## config.mk

```make
export PLATFORM = sky130hd
export DESIGN_NAME = sync_fifo_flat
export DESIGN_NICKNAME = d
export VERILOG_FILES = /design/src/rtl/sync_fifo_if.sv /design/src/rtl/sync_fifo.sv /design/src/flat_wrapper.sv
export SDC_FILE = /design/constraint.sdc
export NUM_CORES = 1
export LEC_CHECK = 0
export BUFFER_PORTS_ARGS = -buffer_cell sky130_fd_sc_hd__buf_4
export CAP_MARGIN = 15
export CORE_ASPECT_RATIO = 1.4
export CORE_MARGIN = 2
export CORE_UTILIZATION = 30
export DETAILED_ROUTE_END_ITERATION = 7
export GPL_TIMING_DRIVEN = 0
export HOLD_SLACK_MARGIN = 0.05
export SLEW_MARGIN = 20
export SYNTH_ARGS = -nofsm -noshare
export SYNTH_HDL_FRONTEND = slang
export SYNTH_SLANG_ARGS = --single-unit
```

## constraint.sdc

```tcl
create_clock -name clk -period 3.9 [get_ports clk]
set_input_delay 0.585 -clock clk [delete_from_list [all_inputs] [get_ports clk]]
set_output_delay 0.585 -clock clk [all_outputs]
set_load 0.03 [all_outputs]
```

## src/rtl/sync_fifo_if.sv

```systemverilog
// sync_fifo_if: producer/consumer handshake bundle for sync_fifo.
// master drives requests, slave (the FIFO) drives data and status.
interface sync_fifo_if #(
  parameter int WIDTH = 8,
  parameter int DEPTH = 16
);
  localparam int AW = $clog2(DEPTH);

  logic             wrEn;
  logic [WIDTH-1:0] wrData;
  logic             rdEn;
  logic             clrErr;
  logic [WIDTH-1:0] rdData;
  logic             rdValid;
  logic             full;
  logic             empty;
  logic             almostFull;
  logic             almostEmpty;
  logic [AW:0]      count;
  logic             overflow;
  logic             underflow;

  modport master (
    output wrEn,
    output wrData,
    output rdEn,
    output clrErr,
    input  rdData,
    input  rdValid,
    input  full,
    input  empty,
    input  almostFull,
    input  almostEmpty,
    input  count,
    input  overflow,
    input  underflow
  );

  modport slave (
    input  wrEn,
    input  wrData,
    input  rdEn,
    input  clrErr,
    output rdData,
    output rdValid,
    output full,
    output empty,
    output almostFull,
    output almostEmpty,
    output count,
    output overflow,
    output underflow
  );
endinterface

```

## src/rtl/sync_fifo.sv

```systemverilog
// sync_fifo: single-clock FIFO with occupancy count, thresholds,
// sticky error flags and optional first-word-fall-through read.
module sync_fifo #(
  parameter int WIDTH = 8,
  parameter int DEPTH = 16,
  parameter int AF_TH = DEPTH - 2,
  parameter int AE_TH = 2,
  parameter int FWFT  = 0
) (
  input  logic        clk,
  input  logic        rst,
  sync_fifo_if.slave  bus
);
  localparam int AW = $clog2(DEPTH);

  localparam logic [AW:0] FULL_C = (AW+1)'(DEPTH);
  localparam logic [AW:0] AF_C   = (AW+1)'(AF_TH);
  localparam logic [AW:0] AE_C   = (AW+1)'(AE_TH);

  logic [WIDTH-1:0] mem_q [DEPTH];

  logic [AW-1:0] wr_ptr_q, wr_ptr_d;
  logic [AW-1:0] rd_ptr_q, rd_ptr_d;
  logic [AW:0]   count_q, count_d;
  logic          ovf_q, ovf_d;
  logic          unf_q, unf_d;

  logic full_w;
  logic empty_w;
  logic wr_acc;
  logic rd_acc;

  assign full_w  = (count_q == FULL_C);
  assign empty_w = (count_q == '0);
  assign wr_acc  = bus.wrEn & ~full_w;
  assign rd_acc  = bus.rdEn & ~empty_w;

  always_comb begin
    wr_ptr_d = wr_ptr_q;
    rd_ptr_d = rd_ptr_q;
    count_d  = count_q;
    if (wr_acc) wr_ptr_d = wr_ptr_q + AW'(1);
    if (rd_acc) rd_ptr_d = rd_ptr_q + AW'(1);
    unique case ({wr_acc, rd_acc})
      2'b10:   count_d = count_q + (AW+1)'(1);
      2'b01:   count_d = count_q - (AW+1)'(1);
      default: count_d = count_q;
    endcase
  end

  // A new error event wins over a same-cycle clear.
  always_comb begin
    ovf_d = (ovf_q & ~bus.clrErr) | (bus.wrEn & full_w);
    unf_d = (unf_q & ~bus.clrErr) | (bus.rdEn & empty_w);
  end

  always_ff @(posedge clk) begin
    if (wr_acc) mem_q[wr_ptr_q] <= bus.wrData;
  end

  always_ff @(posedge clk or posedge rst) begin
    if (rst) begin
      wr_ptr_q <= '0;
      rd_ptr_q <= '0;
      count_q  <= '0;
      ovf_q    <= 1'b0;
      unf_q    <= 1'b0;
    end else begin
      wr_ptr_q <= wr_ptr_d;
      rd_ptr_q <= rd_ptr_d;
      count_q  <= count_d;
      ovf_q    <= ovf_d;
      unf_q    <= unf_d;
    end
  end

  generate
    if (FWFT != 0) begin : g_fwft
      assign bus.rdData  = mem_q[rd_ptr_q];
      assign bus.rdValid = ~empty_w;
    end else begin : g_std
      logic [WIDTH-1:0] rd_data_q, rd_data_d;
      logic             rd_vld_q, rd_vld_d;

      always_comb begin
        rd_data_d = rd_data_q;
        rd_vld_d  = rd_acc;
        if (rd_acc) rd_data_d = mem_q[rd_ptr_q];
      end

      always_ff @(posedge clk or posedge rst) begin
        if (rst) begin
          rd_data_q <= '0;
          rd_vld_q  <= 1'b0;
        end else begin
          rd_data_q <= rd_data_d;
          rd_vld_q  <= rd_vld_d;
        end
      end

      assign bus.rdData  = rd_data_q;
      assign bus.rdValid = rd_vld_q;
    end
  endgenerate

  assign bus.full        = full_w;
  assign bus.empty       = empty_w;
  assign bus.almostFull  = (count_q >= AF_C);
  assign bus.almostEmpty = (count_q <= AE_C);
  assign bus.count       = count_q;
  assign bus.overflow    = ovf_q;
  assign bus.underflow   = unf_q;
endmodule

```

## src/flat_wrapper.sv

```systemverilog
// flat-port wrapper written by rule: the top's interface ports become plain ports
module sync_fifo_flat 
#(
  parameter int WIDTH = 8,
  parameter int DEPTH = 16,
  parameter int AF_TH = DEPTH - 2,
  parameter int AE_TH = 2,
  parameter int FWFT  = 0
)
  (clk, rst, bus_wrEn, bus_wrData, bus_rdEn, bus_clrErr, bus_rdData, bus_rdValid, bus_full, bus_empty, bus_almostFull, bus_almostEmpty, bus_count, bus_overflow, bus_underflow);
  sync_fifo_if #(.WIDTH(WIDTH), .DEPTH(DEPTH)) bus_i ();
  input  logic clk;
  input  logic rst;
  input wire logic [$bits(bus_i.wrEn)-1:0] bus_wrEn;
  input wire logic [$bits(bus_i.wrData)-1:0] bus_wrData;
  input wire logic [$bits(bus_i.rdEn)-1:0] bus_rdEn;
  input wire logic [$bits(bus_i.clrErr)-1:0] bus_clrErr;
  output wire logic [$bits(bus_i.rdData)-1:0] bus_rdData;
  output wire logic [$bits(bus_i.rdValid)-1:0] bus_rdValid;
  output wire logic [$bits(bus_i.full)-1:0] bus_full;
  output wire logic [$bits(bus_i.empty)-1:0] bus_empty;
  output wire logic [$bits(bus_i.almostFull)-1:0] bus_almostFull;
  output wire logic [$bits(bus_i.almostEmpty)-1:0] bus_almostEmpty;
  output wire logic [$bits(bus_i.count)-1:0] bus_count;
  output wire logic [$bits(bus_i.overflow)-1:0] bus_overflow;
  output wire logic [$bits(bus_i.underflow)-1:0] bus_underflow;
  assign bus_i.wrEn = bus_wrEn;
  assign bus_i.wrData = bus_wrData;
  assign bus_i.rdEn = bus_rdEn;
  assign bus_i.clrErr = bus_clrErr;
  assign bus_rdData = bus_i.rdData;
  assign bus_rdValid = bus_i.rdValid;
  assign bus_full = bus_i.full;
  assign bus_empty = bus_i.empty;
  assign bus_almostFull = bus_i.almostFull;
  assign bus_almostEmpty = bus_i.almostEmpty;
  assign bus_count = bus_i.count;
  assign bus_overflow = bus_i.overflow;
  assign bus_underflow = bus_i.underflow;
  sync_fifo #(.WIDTH(WIDTH), .DEPTH(DEPTH), .AF_TH(AF_TH), .AE_TH(AE_TH), .FWFT(FWFT)) u_core (.clk(clk), .rst(rst), .bus(bus_i));
endmodule
```

==> run metrics, run 1 <==
Die X-Extent=125 um; post-synthesis xor/xnor area fraction=1.56%; CP required=4200 ps; IO Pins=33; Port Buffers=32; Clk pin slew, worst setup/hold paths=60 ps; dpl cells=614; switching share of power=32.7%; n_diodes=0; fmax=0.316 GHz; power share of the sequential group=39.6%; Synth Area in Compound Gates=4.76%; mean post-synth cell area=19.0 um2; DRT iter0 DRCs=189; Fin. Hold Viols=0; RSZ-0062 raised after global routing=false; vias in the first global route=3,213; final setup fails=0; placer congestion estimate=0.819; clock latency on the worst-skew pair=420 ps; die area=21,800 um2; clk root buf=clkbuf_16; layout cells sized above 1=28.2%; CP Capture Type=flip-flop; vias=3,129; Final period util=81.2%; number of gates resized after CTS=0; Synthesis Warnings=0; most common library cell in the layout ignoring fill and taps=edfxtp_1; post-route ant nets=0; Max Cap Viol=0; GRT met2 Usage=20.3%; finished layout cell area=7310 um2; first-pass GRT wire length=18,800 um; main combinational cell family by area after synthesis=multiplexers; Placement Cell Area=6760 um2; Cells after Synth=326; drt pass-1 iters=5; Slew @ Worst Pin=962 ps; total core area=20,400 um2; quantity of hold-fixing buffers added after cts=0; Pleak=2.51 nW; Final Non-Filler Cells=646; setup slack, reg-to-reg=730 ps; hold slack=267 ps; CTS tree=yes; status=finished clean; commonest cells after routing, fill and taps aside=128 x edfxtp_1, 33 x buf_4, 24 x dfrtp_1; Hold Path Class=in -> async; sw power=1.78 mW; grt peak-use layer=met2; drt drc=0; Crit Path Max Fanout=12; Filler cells=1,850; grt met3 use=2.99%; Starting Density=30.3%; largest net degree at the start of global routing=25; clock power share=28.0%; layout net count=399; initial antenna violation count=0; Yosys cell types=40; CTS H-tree lvls=4; area of the multi-input gates=1600 um2; grt met1 use=13.9%; Seq/Total Area, Yosys=71.9%; P&R area growth vs syn=18.3%; Adder-Cell Fraction of Synth Area=1.82%; startpoint types=flip-flop; Fin Setup TNS=0 ps; skew final=9.33 ps; Comb power frac=32.4%; Max rail drop VDD=0.350 mV; DP HPWL=8030 um; kind of critical path=reg -> reg; global route overflow=0; row cnt=62; CTS buffer count=17; synthesized net count=348; Slew HR=35.5%; post-synthesis mux area share=14.3%; clk sink count=152; Worst Path Arrival=3470 ps; Clock Path Buffers=2; die height=174 um; R2R Path End=u_core.bus.count[4]$_DFFE_PP0P_; Overall Global Routing Usage=11.8%; register area=4440 um2; Post-Route WL=12,400 um; average wire per standard cell=19.2 um; Worst Reg-to-Reg Cells=12; Tmin final=3170 ps; Synth Area in Simple Gates=3.20%; Pwr Density=744 nW/um2; Internal Power=3.66 mW; buffer count from post-CTS setup fixing=0; Seq cells post-synth=152; origin of the critical flop-to-flop path=u_core.bus.count[2]$_DFFE_PP0P_; Post-Synthesis Cell Area=6180 um2; vias per cell=4.84; fin. max-slew vios=0
-- Yosys cell counts (all sizes together) --
library cell / count / share of area, %
edfxtp: 128 / 62
mux4: 32 / 12
dfrtp: 24 / 9.7
nor2: 16 / 0.97
o22ai: 16 / 1.6
a21oi: 12 / 0.97
buf: 12 / 1.5
mux2: 10 / 1.8
ha: 9 / 1.8
clkbuf: 8 / 0.51
inv: 8 / 0.49
nand2: 8 / 0.49
xnor2: 6 / 0.85
nor3: 5 / 0.40
xor2: 5 / 0.71
nand2b: 4 / 0.40
o21ai: 4 / 0.32
a31oi: 2 / 0.30
nand4: 2 / 0.20
a21o: 1 / 0.12
a22o: 1 / 0.14
a311oi: 1 / 0.14
a31o: 1 / 0.14
and3b: 1 / 0.14
nand3: 1 / 0.081
nor2b: 1 / 0.10
nor3b: 1 / 0.12
o211a: 1 / 0.16
o2bb2ai: 1 / 0.14
o311ai: 1 / 0.43
o31a: 1 / 0.14
o31ai: 1 / 0.12
or2: 1 / 0.10
or3: 1 / 0.18
-- kinds of logic (layout without fill, tap and decap cells) --
| group | after synthesis | count (layout) |
|---|---|---|
| compound gates | 43 | 43 |
| xor+xnor | 11 | 11 |
| fa+ha+maj | 9 | 9 |
| buf+inv | 28 | 92 |
| flops | 152 | 152 |
| mux | 42 | 42 |
| simple gates | 41 | 41 |
-- stage by stage --
step                      setup slack, ps  total power, mW  util, %
after floorplan                       853             3.40        -
after global placement                844             3.91     33.0
after detailed placement              789             3.97     33.1
after CTS                             774             5.49     35.8
after global routing                  604             5.69     35.8
final                                 735             5.44     35.8
-- metal layers --
metal	wire, um	up-vias
met2	6510	96
met1	5210	1610
met3	468	16
met5	0	-
met4	189	0
li1	-	1407
-- layout make-up --
type	instances	area share, %
sequential	152	60.8
multi-input combinational	146	21.9
clock buffer	17	5.82
tap	256	4.38
timing repair buffer	32	3.29
clock inverter	15	1.73
buffer	20	1.66
inverter	8	0.411
-- power by group through the flow --
stage | Sequential [mW] | Clock (mW) | Combinational [mW]
floorplan | 2.28 | 0 | 1.12
detailed placement | 2.19 | 0 | 1.78
CTS | 2.16 | 1.55 | 1.79
global route | 2.18 | 1.62 | 1.90
finish | 2.15 | 1.53 | 1.76
global placement | 2.18 | 0 | 1.74
-- state kept, by name (all words and copies together) (netlist names) --
register,flops
u_core.mem_q,128
u_core.bus.rdValid,1
u_core.rd_ptr_q,4
u_core.bus.count,5
u_core.bus.rdData,8
u_core.bus.underflow,1
u_core.wr_ptr_q,4
u_core.bus.overflow,1
-- how the worst max path moves through the flow --
stage                                         start                               to  slack [ps]  cells after the start
floorplan           u_core.bus.count[2]$_DFFE_PP0P_  u_core.bus.count[4]$_DFFE_PP0P_         850                     12
global placement    u_core.bus.count[2]$_DFFE_PP0P_  u_core.bus.count[4]$_DFFE_PP0P_         840                     12
detailed placement  u_core.bus.count[2]$_DFFE_PP0P_  u_core.bus.count[4]$_DFFE_PP0P_         790                     12
CTS                 u_core.bus.count[2]$_DFFE_PP0P_  u_core.bus.count[4]$_DFFE_PP0P_         770                     12
global route        u_core.bus.count[2]$_DFFE_PP0P_  u_core.bus.count[4]$_DFFE_PP0P_         600                     12
finish              u_core.bus.count[2]$_DFFE_PP0P_  u_core.bus.count[4]$_DFFE_PP0P_         730                     12
-- worst max-delay path, stage by stage, from the launching register on --
cell and delay [ps]:
dfrtp_1 390, buf_6 150, or3_4 420, o31a_1 300, buf_2 240, ha_1 250
clkbuf_1 190, xor2_1 180, ha_1 230, o211a_1 230, o31ai_1 220, a31oi_1 80
xor2_1 160
No activity file was read; power rests on OpenSTA's default activity.
==> inputs of run 2 (changes only) <==
--- a/config.mk
+++ b/config.mk
@@ -5,6 +5,7 @@
 export SDC_FILE = /design/constraint.sdc
 export NUM_CORES = 1
 export LEC_CHECK = 0
+export ABC_AREA = 1
 export BUFFER_PORTS_ARGS = -buffer_cell sky130_fd_sc_hd__buf_4
 export CAP_MARGIN = 15
 export CORE_ASPECT_RATIO = 1.4
==> constraint.sdc (replaced) <==
create_clock -name clk -period 3.2 [get_ports clk]
set_input_delay 0.48 -clock clk [delete_from_list [all_inputs] [get_ports clk]]
set_output_delay 0.48 -clock clk [all_outputs]
set_load 0.03 [all_outputs]
==> run 2 against run 1 <==
- clock-buffer cell count grew 4
- critical path depth grew 3
- largest cell class unchanged
- final area grew 10%
- clock power grew 39%
- synthesized cell count grew 110%
- synthesized area grew 10%
==> run metrics, run 2 <==
status=finished clean; Max rail drop VDD=0.515 mV (+47%); vias per cell=4.36 (-10%); Fin Setup TNS=0 ps (unchanged); Synthesis Warnings=0 (unchanged); CTS tree=yes; Synth area leaders=edfxtp_1 57%, nand2_1 12%, dfrtp_1 8.8%; DRT iter0 DRCs=284 (+50%); average wire per standard cell=15.2 um (-21%); EDFF count, synth=128 (unchanged); Pleak=3.60 nW (+43%); Synth Flop Type=edfxtp_1; Seq cells post-synth=152 (unchanged); layout net count=753 (+89%); Post-Route WL=15,800 um (+28%); Overall Global Routing Usage=13.7% (+1.9 points); Post-Synthesis Cell Area=6790 um2 (+10%); final setup fails=0 (unchanged); row cnt=65 (+4.8%); post-route ant nets=0 (unchanged); CP Capture Type=flip-flop; Starting Density=30.4% (+0.094 points); Hold Path Class=in -> async; clock latency on the worst-skew pair=420 ps (about the same); drt pass-1 iters=7 (+2); fin. max-slew vios=0 (unchanged); total core area=22,400 um2 (+9.6%); buffer count from post-CTS setup fixing=0 (unchanged); IO Pins=33 (unchanged); Crit Path Max Fanout=12 (unchanged); RSZ-0062 raised after global routing=false; mean post-synth cell area=9.99 um2 (-47%); Worst Setup SP=u_core.bus.count[2]$_DFFE_PP0P_; die height=182 um (+4.8%); top cell type's share of synthesized area=56.6% (-5.6 points); Seq/Total Area, Yosys=65.4% (-6.5 points); quantity of hold-fixing buffers added after cts=0 (unchanged); placer congestion estimate=0.846 (+3.3%); dpl cells=1,013 (+65%); origin of the critical flop-to-flop path=u_core.bus.count[2]$_DFFE_PP0P_; Port Buffers=32 (unchanged); CTS H-tree lvls=4 (unchanged); Clk pin slew, worst setup/hold paths=60 ps (about the same); fmax=0.393 GHz (+24%); synthesized net count=702 (+100%); Die X-Extent=131 um (+4.7%); Filler cells=2,219 (+20%); number of flip-flops in the largest register=128 (unchanged); largest reg by FF count=u_core.mem_q; die area=23,900 um2 (+9.7%); P&R area growth vs syn=18.4% (about the same); kind of critical path=reg -> reg; Pwr Density=937 nW/um2 (+26%); clk root buf=clkbuf_16; Worst Path Arrival=2860 ps (-610 ps); initial antenna violation count=0 (unchanged); CP required=3510 ps (-690 ps); Slew HR=37.6% (+2.1 points); area of the multi-input gates=1700 um2 (+6.1%); ys async rst share=15.8% (unchanged); CTS buffer count=17 (unchanged); Clock Path Buffers=2 (unchanged); first-pass GRT wire length=24,700 um (+31%); skew final=9.58 ps (+0.247 ps); clk sink count=152 (unchanged); Synth area leader=edfxtp_1; Worst Reg-to-Reg Cells=15 (+3); setup slack, reg-to-reg=660 ps (-80 ps); R2R Path End=u_core.bus.count[4]$_DFFE_PP0P_; Slew @ Worst Pin=931 ps (-31.2 ps); Max Cap Viol=0 (unchanged); n_diodes=0 (unchanged); global route overflow=0 (unchanged); Final period util=79.5% (-1.7 points); synth cell count leaders=223 x nand2_1, 128 x edfxtp_1, 120 x inv_1; drt drc=0 (unchanged); most frequent cell after synthesis=nand2_1; register area=4440 um2 (unchanged); Fin. Hold Viols=0 (unchanged); startpoint types=flip-flop; most common library cell in the layout ignoring fill and taps=nand2_1; Yosys cell types=20 (-50%); DP HPWL=11,100 um (+38%); Final Non-Filler Cells=1,045 (+62%); commonest cells after routing, fill and taps aside=223 x nand2_1, 128 x edfxtp_1, 119 x inv_1; vias in the first global route=4,537 (+41%); Tmin final=2540 ps (-622 ps); vias=4,552 (+45%); number of gates resized after CTS=0 (unchanged); layout cells sized above 1=12.0% (-16 points); Cells after Synth=680 (+110%); largest net degree at the start of global routing=25 (unchanged)
run 2: area by class of cell:
type / count / area share [%]
Sequential cell: 152 / 55.3
Clock buffer: 21 / 5.73
Clock inverter: 11 / 2.12
Inverter: 123 / 5.74
Tap cell: 301 / 4.68
Multi-Input combinational cell: 378 / 21.1
Buffer: 27 / 2.33
Timing Repair Buffer: 32 / 2.99
run 2: routing by layer:
layer  track usage [%]  vias to the layer above  wire length [um]
met1              14.5                     2109              6130
met4              8.78                        0               841
met3              2.17                       49               487
li1                  -                     2273                 -
met2              25.3                      121              8390
met5                 0                        -                 0
run 2: kinds of logic (layout without fill, tap and decap cells):
family / after synthesis / count (layout) / synth area share (%)
AND/OR/NAND/NOR: 348 / 348 / 21.2
flip-flops: 152 / 152 / 65.4
buffers and inverters: 150 / 214 / 9.56
AO/OA/AOI/OAI: 11 / 11 / 0.884
XOR/XNOR: 10 / 10 / 1.29
adder cells (fa/ha/maj): 9 / 9 / 1.66
run 2: power by group:
group	internal (mW)	switching [mW]	total, mW	leakage [nW]
combinational	0.890	1.89	2.77	1.85
clock	1.35	0.785	2.13	0.301
sequential	2.47	0.159	2.63	1.45
total	4.71	2.83	7.53	3.60
run 2: critical path, cell delays in order (launching register included):
cell and delay, ps:
dfrtp_1 430, nor2_1 200, nand4_1 150, nand2_1 120
inv_1 80, buf_2 220, ha_1 320, xor2_1 190
ha_1 190, inv_1 50, nand2_1 80, nand3_1 90
nand2_1 60, xor2_1 130, nand2_1 60, nand2_1 40
run 2: stage by stage:
stage               hold WS (ps)  power, mW  area [um2]  worst slack, ps  utilization, %
global placement             468       5.40        7410              652            33.1
floorplan                    483       4.51        6790              882               -
CTS                          242       7.56        8040              620            36.0
global route                 216       7.95        8040              302            36.0
detailed placement           474       5.44        7410              638            33.1
finish                       155       7.53        8040              657            36.0
run 2: worst max path at each step:
stage                                                  to  depth (start not counted)
after global routing      u_core.bus.count[4]$_DFFE_PP0P_                         15
after CTS                 u_core.bus.count[4]$_DFFE_PP0P_                         15
after floorplan           u_core.bus.count[4]$_DFFE_PP0P_                         15
final                     u_core.bus.count[4]$_DFFE_PP0P_                         15
after detailed placement  u_core.bus.count[4]$_DFFE_PP0P_                         15
after global placement    u_core.bus.count[4]$_DFFE_PP0P_                         15
==> inputs of run 3 (changes only) <==
==> constraint.sdc (replaced) <==
create_clock -name clk -period 2.6 [get_ports clk]
set_input_delay 0.39 -clock clk [delete_from_list [all_inputs] [get_ports clk]]
set_output_delay 0.39 -clock clk [all_outputs]
set_load 0.03 [all_outputs]
==> run 3 against run 2 <==
- maximum frequency increased by 9.5%
- global-route usage unchanged
- first-iteration DRC count down 12%
- core utilization increased by 0.15 points
- critical path depth unchanged
- via count unchanged
- non-clock buffer count stayed put
- clock power is 22% higher
- highest routed layer unchanged
- sequential power up 24%
- routed wire length decreased by 0.18%
- setup slack got worse by 380 ps
- final area up 0.42%
==> run metrics, run 3 (synthesis results as in run 2) <==
vias in the first global route=4,537 (unchanged); Fin. Hold Viols=0 (unchanged); RSZ-0062 raised after global routing=false; clock power share=28.0% (-0.3 points); vias per cell=4.36 (unchanged); Placement Cell Area=7410 um2 (unchanged); Pleak=3.60 nW (about the same); DP Worst Slack=38.0 ps (-600 ps); GRT met2 Usage=25.3% (unchanged); fmax=0.431 GHz (+9.5%); Fin Setup TNS=0 ps (unchanged); Internal Power=5.81 mW (+23%); Clk pin slew, worst setup/hold paths=60 ps (about the same); Worst Reg-to-Reg Cells=15 (unchanged); R2R Path End=u_core.bus.count[4]$_DFFE_PP0P_; Post-Route WL=15,800 um (-0.18%); IO Pins=33 (unchanged); DP HPWL=11,100 um (unchanged); grt met1 use=14.5% (unchanged); setup slack, reg-to-reg=280 ps (-380 ps); row cnt=65 (unchanged); die area=23,900 um2 (unchanged); most common library cell in the layout ignoring fill and taps=nand2_1; global route overflow=0 (unchanged); switching share of power=37.4% (-0.097 points); Overall Global Routing Usage=13.7% (unchanged); layout cells sized above 1=12.8% (+0.81 points); CTS H-tree lvls=4 (unchanged); P&R area growth vs syn=18.9%; origin of the critical flop-to-flop path=u_core.bus.count[2]$_DFFE_PP0P_; kind of critical path=reg -> reg; commonest cells after routing, fill and taps aside=223 x nand2_1, 128 x edfxtp_1, 119 x inv_1; Hold Path Class=in -> async; final worst setup slack=278 ps (-379 ps); die height=182 um (unchanged); Port Buffers=32 (unchanged); Max rail drop VDD=0.643 mV (+25%); Crit Path Max Fanout=12 (unchanged); Tot Pwr=9.29 mW (+23%); clk sink count=152 (unchanged); startpoint types=flip-flop; n_diodes=0 (unchanged); vias=4,552 (unchanged); quantity of hold-fixing buffers added after cts=0 (unchanged); skew final=7.71 ps (-1.87 ps); largest reg by FF count=u_core.mem_q; total core area=22,400 um2 (unchanged); largest net degree at the start of global routing=25 (unchanged); Worst Path Arrival=2630 ps (-230 ps); placer congestion estimate=0.846 (unchanged); clock latency on the worst-skew pair=420 ps (about the same); CTS buffer count=17 (unchanged); buffer count from post-CTS setup fixing=0 (unchanged); number of gates resized after CTS=0 (unchanged); sw power=3.48 mW (+23%); final setup fails=0 (unchanged); Slew @ Worst Pin=940 ps (+9.56 ps); hold slack=72.1 ps (-83.4 ps); drt drc=0 (unchanged); fin. max-slew vios=0 (unchanged); status=finished clean; CP Capture Type=flip-flop; first-pass GRT wire length=24,700 um (unchanged); layout net count=753 (unchanged); Slew HR=36.9% (-0.64 points); Tmin final=2320 ps (-221 ps); finished layout cell area=8080 um2 (+0.42%); number of flip-flops in the largest register=128 (unchanged); Final period util=89.3% (+9.8 points); Die X-Extent=131 um (unchanged); post-route ant nets=0 (unchanged); initial antenna violation count=0 (unchanged); grt met3 use=2.17% (unchanged); average wire per standard cell=15.1 um (-0.18%); drt pass-1 iters=6 (-1); DRT iter0 DRCs=249 (-12%); Starting Density=30.4% (unchanged); clk root buf=clkbuf_16; Comb power frac=37.0% (+0.2 points); Clock Path Buffers=2 (unchanged); power share of the sequential group=35.0% (about the same); CP required=2910 ps (-600 ps); grt peak-use layer=met2; Pwr Density=1150 nW/um2 (+23%); Max Cap Viol=0 (unchanged); CTS tree=yes
## run 3: cell count changes in the layout (fill, tap and decap cells not counted), sizes merged
| cell | previous run | this run |
|---|---|---|
| clkbuf | 22 | 23 |
| buf | 58 | 57 |
## run 3: worst max path at each step
| stage | end | from | slack (ps) |
|---|---|---|---|
| after detailed placement | u_core.bus.count[4]$_DFFE_PP0P_ | u_core.bus.count[2]$_DFFE_PP0P_ | 40 |
| after global routing | u_core.bus.count[4]$_DFFE_PP0P_ | u_core.bus.count[2]$_DFFE_PP0P_ | 90 |
| final | u_core.bus.count[4]$_DFFE_PP0P_ | u_core.bus.count[2]$_DFFE_PP0P_ | 280 |
| after floorplan | u_core.bus.count[4]$_DFFE_PP0P_ | u_core.bus.count[2]$_DFFE_PP0P_ | 280 |
| after global placement | u_core.bus.count[4]$_DFFE_PP0P_ | u_core.bus.count[2]$_DFFE_PP0P_ | 50 |
| after CTS | u_core.bus.count[4]$_DFFE_PP0P_ | u_core.bus.count[2]$_DFFE_PP0P_ | 20 |
## run 3: area by class of cell
cell class,instances,area (um2)
clock buffers,21,460
clock inverters,11,170
multi-input cells,378,1730
flip-flops and latches,152,4450
repair buffers,32,240
well taps,301,377
fillers,2213,14300
inverters,123,462
plain buffers,27,190
## run 3: stage by stage
stage | cells | utilization [%]
after detailed placement | 1013 | 33.1
after floorplan | 680 | -
after CTS | 1045 | 36.0
final | 1045 | 36.1
after global placement | 1013 | 33.1
after global routing | 1045 | 36.1
## run 3: routing by layer
layer | routed length [um] | vias up | share of wire (%)
met3 | 473 | 41 | 3.0
li1 | - | 2269 | -
met1 | 6060 | 2131 | 38
met2 | 8480 | 111 | 54
met4 | 796 | 0 | 5.0
met5 | 0 | - | 0
## run 3: critical path, stage by stage (launching register included)
cell and delay [ps]:
dfrtp_2 450, nor2_4 130, nand4_1 120, nand2_1 110, inv_1 80, clkbuf_4 230
ha_4 220, xor2_2 150, ha_1 180, inv_1 60, nand2_1 80, nand3_1 90
nand2_1 60, xor2_1 140, nand2_1 60, nand2_1 40
## run 3: power groups by stage
stage                     clock (mW)  combinational (mW)  sequential (mW)
after detailed placement           0                3.41             3.29
after floorplan                    0                2.09             3.46
after global routing            2.75                3.77             3.29
after CTS                       2.64                3.43             3.24
final                           2.60                3.44             3.25
after global placement             0                3.37             3.28
